$ cat src/rtl/led_trail_pwm.sv
// led_trail_pwm
// PWM "comet trail" output stage for the LED scroller. Each channel lights at
// full brightness while its pattern bit is set, then fades out linearly, one
// brightness step per decay prescaler period. With trail_en low the channels
// follow the pattern as plain on/off. All outputs are driven straight from flops.
module led_trail_pwm #(
    parameter int NUM_LEDS  = 7,
    parameter int PWM_BITS  = 4,
    parameter int DECAY_DIV = 4096
) (
    input  logic                clk,
    input  logic                rst_n,
    input  logic [NUM_LEDS-1:0] led_in,
    input  logic                trail_en,
    output logic [NUM_LEDS-1:0] led_out,
    output logic                frame_start
);

    // Full-scale brightness; the PWM period is MAX cycles, so MAX means always on.
    localparam logic [PWM_BITS-1:0] MAX      = {PWM_BITS{1'b1}};
    localparam logic [PWM_BITS-1:0] PWM_LAST = MAX - 1'b1;

    // Decay prescaler width; DECAY_DIV = 1 still needs a 1-bit counter.
    localparam int              DEC_W    = (DECAY_DIV > 1) ? $clog2(DECAY_DIV) : 1;
    localparam logic [DEC_W-1:0] DEC_LAST = DEC_W'(DECAY_DIV - 1);

    logic [PWM_BITS-1:0] level [NUM_LEDS];
    logic [PWM_BITS-1:0] pwm_cnt;
    logic [DEC_W-1:0]    dec_cnt;
    logic                decay_tick;

    // One decay step is due on the last cycle of each prescaler period.
    assign decay_tick = (dec_cnt == DEC_LAST);

    // Free-running PWM phase counter, 0..MAX-1; unaffected by led_in/trail_en.
    always_ff @(posedge clk) begin
        if (!rst_n) begin
            pwm_cnt <= '0;
        end else if (pwm_cnt == PWM_LAST) begin
            pwm_cnt <= '0;
        end else begin
            pwm_cnt <= pwm_cnt + 1'b1;
        end
    end

    // Free-running decay prescaler, 0..DECAY_DIV-1.
    always_ff @(posedge clk) begin
        if (!rst_n) begin
            dec_cnt <= '0;
        end else if (dec_cnt == DEC_LAST) begin
            dec_cnt <= '0;
        end else begin
            dec_cnt <= dec_cnt + 1'b1;
        end
    end

    // Per-channel brightness: load beats hard-off beats decay; decay stops at 0.
    always_ff @(posedge clk) begin
        if (!rst_n) begin
            for (int i = 0; i < NUM_LEDS; i++) begin
                level[i] <= '0;
            end
        end else begin
            for (int i = 0; i < NUM_LEDS; i++) begin
                if (led_in[i]) begin
                    level[i] <= MAX;
                end else if (!trail_en) begin
                    level[i] <= '0;
                end else if (decay_tick && (level[i] != '0)) begin
                    level[i] <= level[i] - 1'b1;
                end
            end
        end
    end

    // Registered PWM compare and period marker; level changes apply on the next compare.
    always_ff @(posedge clk) begin
        if (!rst_n) begin
            led_out     <= '0;
            frame_start <= 1'b0;
        end else begin
            for (int i = 0; i < NUM_LEDS; i++) begin
                led_out[i] <= (level[i] > pwm_cnt);
            end
            frame_start <= (pwm_cnt == '0);
        end
    end

endmodule

$ cat config.mk
export PLATFORM = sky130hd
export DESIGN_NAME = led_trail_pwm
export DESIGN_NICKNAME = d
export VERILOG_FILES = /design/src/rtl/led_trail_pwm.sv
export SDC_FILE = /design/constraint.sdc
export NUM_CORES = 1
export LEC_CHECK = 0
export CORE_MARGIN = 5
export CORE_UTILIZATION = 50
export CTS_CLUSTER_SIZE = 25
export DETAILED_ROUTE_END_ITERATION = 8
export PLACE_DENSITY = 0.69
export REMOVE_ABC_BUFFERS = 1
export SYNTH_ARGS = -nofsm -noshare
export SYNTH_HDL_FRONTEND = slang
export SYNTH_SLANG_ARGS = --single-unit
$ cat constraint.sdc
create_clock -name clk -period 2.35 [get_ports clk]
set_clock_uncertainty 0.15 [all_clocks]
set_input_delay 0.235 -clock clk [delete_from_list [all_inputs] [get_ports clk]]
set_output_delay 0.235 -clock clk [all_outputs]
set_load 0.03 [all_outputs]
==> reports/qor.yml, run 1 <==
layout:
  finalCoreUtilization: 0.575
  area_growth_pct: 13.4
  fin_cells: 408
  drive_gt1_frac: 0.0480
  n_antenna_cell: 0
  nets: 381
  fillers: 500
detailed_routing:
  ant_nets: 0
  drc: 0
  first_pass_iters: 5
  wl_per_cell_um: 13.4
  drt-total-wl_um: 5470
  drt-vias-per-instance: 5.38
  vias: 2193
  drt_iter0_drc: 146
die:
  dieArea_um2: 7580
  start_util: 0.507
  ioPinCount: 18
  die_w_um: 87.0
  die_y_um: 87.0
  core-area_um2: 5850
  row_count: 28
sta:
  final_max_slew_viol_count: 0
  setup-tns-final_ns: 0
  fin_crit_sh: 0.929
  setup-violations-final: 0
  relSlewSlack: 0.698
  rsz0062_at_grt: "false"
  max_freq_ghz: 0.458
  tightestPinTransition_ns: 0.448
  period_minus_slack_ns: 2.18
  hold_violations: 0
  hold-worst-slack_ns: 0.309
global_routing:
  grt_max_degree: 26
  grt_pass1_wl_um: 9280
  overflow: 0
  antenna_found_initial: 0
  grt_pass1_vias: 2103
  grt_use_total: 0.155
run_status:
  outcome: "finished clean"
yosys:
  syn-cell-area_um2: 2970
  ys.flop_type: "edfxtp_1"
  avgSynthCellArea_um2: 9.64
  synthCells: 308
  synth_top_area_cell: "edfxtp_1"
  yosysTopAreaCellShare: 0.283
  synth_cell_type_count: 29
  netlist_top_cells_area: "edfxtp_1 28%, ha_1 16%, dfxtp_1 16%"
  synth_warnings: 0
  ys_seq_area_frac: 0.445
  synth-edff-count: 28
  ys_ff_latch: 52
  synth_async_sr_flop_share: 0
placement:
  portBuffers: 17
  dp_cells: 400
  globalplace.congestion: 0.763
  hpwl_um: 4040
clock_tree:
  clk_path_buf_depth: 2
  clock-sinks: 52
  path_clk_slew_ns: 0.11
  cts_tree: "yes"
  cts_hold_buf: 0
  cts_htree_levels: 2
  cts_made_buffers: 5
  root_buffer: "clkbuf_8"
  clock_latency_ns: 0.31
critical_path:
  crit_start: "dec_cnt[0]"
  timing.critical_path.to: "level[5][3]"
  cp_data_arrival_time_ns: 2.21
  worstReg2RegEnd: "level[5][3]"
  crit_path_max_fanout: 7
  required_ns: 2.38
  r2r_start: "dec_cnt[0]"
  start_kind: "flip-flop"
  reg2reg_depth: 5
  path_class: "reg2reg"
  cp-end-kind: "flip-flop"
  r2r_setup_slack_ns: 0.17
power:
  power_frac_comb: 0.187
  ir_worst_vdd_mv: 0.327
  p_leak_nw: 1.35
  p_total_mw: 2.10
  swShare: 0.271
  power_switching_mw: 0.570
  p_per_area_nw_per_um2: 624
  p_clk_frac: 0.302
  pwr-share-seq: 0.511
  intPower_mw: 1.53
worst_hold_path:
  hold_class: "reg2reg"
run:
  max-cap-violations: 0
==> cells in the final DEF, fill, tap and decap left out <==
cell and instances:
ha_1 39, o21ai_0 31, nand2_1 29, edfxtp_1 28, inv_1 27, dfxtp_1 24, nor2_1 22, xnor2_1 17
a21oi_1 17, clkdlybuf4s50_1 17, nor3_1 12, nand4_1 8, nor2b_1 8, o21a_1 7, xor2_1 6, o21ai_1 5
clkbuf_8 5, nand3_1 4, and2_1 4, buf_4 4, nor4_1 3, and3_1 3, nor3b_1 2, nand3_2 1
nand4_2 1, or3_4 1, or4_4 1, o41ai_1 1, or3_1 1, a21boi_0 1, mux2i_1 1, inv_6 1
clkinvlp_4 1, bufinv_16 1
==> through the flow <==
step | area, um2 | setup WS, ns
2_1_floorplan | 2950 | 0.286
3_3_place_gp | 3250 | 0.199
3_5_place_dp | 3250 | 0.131
4_1_cts | 3360 | 0.0974
5_1_grt | 3370 | 0.0651
6_report | 3370 | 0.167
==> cell usage after synthesis (2+ instances only) <==
master / instances
and3_1: 3
a21oi_1: 17
clkbuf_1: 3
xor2_1: 6
edfxtp_1: 28
nor2_1: 22
o21a_1: 7
nor3_1: 12
nand4_1: 8
xnor2_1: 17
nand3_1: 4
nor2b_1: 8
dfxtp_1: 24
nor4_1: 3
o21ai_1: 4
o21ai_0: 32
and2_1: 4
inv_1: 27
ha_1: 39
nand2_1: 29
or3_1: 2
nor3b_1: 2
==> cell type report <==
type / count / area, um2 / area share
Clock buffer: 5 / 68.8 / 0.0204
Multi-Input combinational cell: 225 / 1530 / 0.456
Tap cell: 75 / 93.8 / 0.0279
Inverter: 27 / 101 / 0.0301
Timing Repair Buffer: 21 / 200 / 0.0595
Clock inverter: 3 / 46.3 / 0.0138
Sequential cell: 52 / 1320 / 0.393
==> metal layers <==
layer	wire length, um	vias to the layer above	track usage
met5	0	-	0
met1	2530	1006	0.196
met2	2550	45	0.262
met4	87	0	0.0482
met3	295	10	0.0360
li1	-	1132	-
==> critical path: stages (launching register included) <==
cell	delay, ns
dfxtp_1	0.37
ha_1	0.23
nand4_2	0.17
or3_4	0.45
or4_4	0.55
o21ai_1	0.14
==> worst min path at each step <==
stage | start | end | slack (ns) | cells after the start
global route | dec_cnt[0] | dec_cnt[0] | 0.33 | 1
CTS | dec_cnt[0] | dec_cnt[0] | 0.31 | 1
detailed placement | dec_cnt[0] | dec_cnt[0] | 0.29 | 1
floorplan | rst_n | led_out[0] | 0.20 | 2
finish | dec_cnt[0] | dec_cnt[0] | 0.31 | 1
global placement | dec_cnt[0] | dec_cnt[0] | 0.29 | 1
==> power by group through the flow <==
stage	combinational, mW	clock [mW]	sequential [mW]
floorplan	0.237	0	1.12
global placement	0.380	0	1.09
detailed placement	0.393	0	1.10
CTS	0.396	0.649	1.08
global route	0.446	0.688	1.08
finish	0.392	0.635	1.07
==> sequential cells by signal (all words and copies together), names as in the netlist <==
signal and cells:
frame_start 1, pwm_cnt 4, led_out 7, level 28, dec_cnt 12
==> repair_timing <==
| action | CTS | global route |
|---|---|---|
| setup endpoints to repair | 0 | 5 |
| gates resized for setup | 0 | 2 |
| buffers inserted | 0 | 0 |
| endpoints found under the hold margin | 0 | 0 |
==> logic make-up (layout without fill, tap and decap cells) <==
logic type,Yosys count,after routing,share of synthesized area
fa+ha+maj,39,39,0.164
buf+inv,31,56,0.0396
simple gates,100,100,0.167
flops,52,52,0.445
mux,1,1,0.00337
compound gates,62,62,0.113
xor+xnor,23,23,0.0679
Power figures use the tool's default switching activity.
==> run 2: changes to the inputs <==
==> constraint.sdc (replaced) <==
create_clock -name clk -period 2.5 [get_ports clk]
set_clock_uncertainty 0.15 [all_clocks]
set_input_delay 0.25 -clock clk [delete_from_list [all_inputs] [get_ports clk]]
set_output_delay 0.25 -clock clk [all_outputs]
set_load 0.03 [all_outputs]
==> reports/qor.yml, run 2 (synthesized netlist as in run 1, its figures left out) <==
critical_path:
  r2r_start: "dec_cnt[0]"
  required_ns: 2.51  # +0.13 ns
  path_class: "reg2reg"
  cp-end-kind: "flip-flop"
  crit_start: "dec_cnt[0]"
  crit_path_max_fanout: 7  # unchanged
  worstPathCellList: "ha_1 -> nand4_2 -> or3_1 -> or4_4 -> o21ai_1"
  cp_data_arrival_time_ns: 2.26  # +0.05 ns
  worst_path_dominant_cell_family: "simple AND/OR/NAND/NOR gates"
  start_kind: "flip-flop"
  slowest_delay_ns: 0.57  # +0.02 ns
  critPathBufInv: 0  # unchanged
  slowest_stage: "or4_4"
sta:
  relSlewSlack: 0.641  # -0.0567
  setup_ws_ns: 0.249  # +0.0818 ns
  hold_violations: 0  # unchanged
  setup-tns-final_ns: 0  # unchanged
  fin_crit_sh: 0.900  # -0.0284
  final_max_slew_viol_count: 0  # unchanged
  tightestPinTransition_ns: 0.533  # +0.0842 ns
  max_freq_ghz: 0.444  # -3.0%
  setup-violations-final: 0  # unchanged
  period_minus_slack_ns: 2.25  # +0.0682 ns
  rsz0062_at_grt: "false"
worst_hold_path:
  hold_class: "reg2reg"
  hp-start: "dec_cnt[0]"
detailed_routing:
  first_pass_iters: 5  # unchanged
  ant_nets: 0  # unchanged
  drt-vias-per-instance: 5.39  # +0.29%
  wl_per_cell_um: 13.3  # -0.56%
  vias: 2194  # +0.046%
  drt_iter0_drc: 93  # -36%
  drc: 0  # unchanged
  drt-total-wl_um: 5430  # -0.80%
placement:
  dp_cells: 399  # -0.25%
  post-place-ws_ns: 0.281  # +0.150 ns
  place_area_um2: 3240  # -0.23%
  globalplace.congestion: 0.769  # +0.79%
  portBuffers: 17  # unchanged
  hpwl_um: 3970  # -1.7%
clock_tree:
  cts_made_buffers: 5  # unchanged
  cts_htree_levels: 2  # unchanged
  root_buffer: "clkbuf_8"
  clock-sinks: 52  # unchanged
  post_cts_resized: 0  # unchanged
  clock_latency_ns: 0.30  # about the same
  clk_path_buf_depth: 2  # unchanged
  cts_tree: "yes"
  cts_hold_buf: 0  # unchanged
  post_cts_buffers: 0  # unchanged
  path_clk_slew_ns: 0.09  # -0.02 ns
die:
  die_w_um: 87.0  # unchanged
  core-area_um2: 5850  # unchanged
  die_y_um: 87.0  # unchanged
  dieArea_um2: 7580  # unchanged
  ioPinCount: 18  # unchanged
  start_util: 0.507  # unchanged
  row_count: 28  # unchanged
global_routing:
  grt_pass1_wl_um: 9320  # +0.44%
  antenna_found_initial: 0  # unchanged
  grt_max_degree: 26  # unchanged
  grt_pass1_vias: 2157  # +2.6%
  grt_use_total: 0.156  # +0.000627
  overflow: 0  # unchanged
layout:
  nets: 380  # -0.26%
  area_growth_pct: 12.2
  regMostFlops: "level"
  fin_area_um2: 3330  # -1.0%
  finalCoreUtilization: 0.569  # -0.00599
  n_antenna_cell: 0  # unchanged
  final_cell_mix: "39 x ha_1, 32 x o21ai_0, 29 x nand2_1"
  top_regs: "level (28), dec_cnt (12), led_out (7)"
  drive_gt1_frac: 0.0392  # -0.00889
  final_common_cell: "ha_1"
  largest_register_ffs: 28  # unchanged
  fin_cells: 407  # -0.25%
power:
  p_leak_nw: 1.33  # -0.89%
  p_per_area_nw_per_um2: 563  # -9.9%
  ir_worst_vdd_mv: 0.248  # -24%
run_status:
  outcome: "finished clean"
run:
  max-cap-violations: 0  # unchanged
-- run 2: cell count changes in the layout (fill, tap and decap cells not counted) --
| cell | delta |
|---|---|
| o21ai_1 | -1 |
| buf_4 | -1 |
| bufinv_16 | -1 |
| inv_4 | +1 |
| clkbuf_8 | +1 |
| clkbuf_1 | +1 |
| or3_1 | +1 |
| o21ai_0 | +1 |
| clkinvlp_4 | -1 |
| inv_6 | -1 |
| or3_4 | -1 |
-- run 2: area by class of cell --
cell class	count	area [um2]
repair buffers	20	193
flip-flops and latches	52	1320
inverters	27	101
clock inverters	1	6.26
clock buffers	7	86.3
multi-input cells	225	1530
fillers	495	2520
well taps	75	93.8
-- run 2: report_power, final --
group / total [mW] / internal, mW / switching [mW]
clock network: 0.495 / 0.226 / 0.269
registers: 1.01 / 0.963 / 0.0476
logic: 0.369 / 0.174 / 0.195
-- run 2: worst register-to-register path, cell delays in order, from the launching register on --
cell,delay (ns)
dfxtp_1,0.37
ha_1,0.24
nand4_2,0.16
or3_1,0.48
or4_4,0.57
o21ai_1,0.15
-- run 2: metal layers --
metal,vias to the layer above,global-route usage,part of all wire
li1,1130,-,-
met1,1017,0.197,0.46
met2,40,0.268,0.49
met3,7,0.0312,0.046
met4,0,0.0453,0.012
met5,-,0,0
-- run 2: worst paths after layout --
kind	to	slack (ns)	depth (start not counted)
max	level[5][3]	0.25	5
min reg2reg	dec_cnt[0]	0.32	1
min	dec_cnt[0]	0.32	1
max reg2reg	level[5][3]	0.25	5
-- run 2: metrics by stage --
stage	power, mW	hold slack [ns]
after global routing	1.98	0.354
after detailed placement	1.40	0.291
after floorplan	1.28	0.216
after CTS	1.89	0.316
after global placement	1.38	0.284
final	1.87	0.315
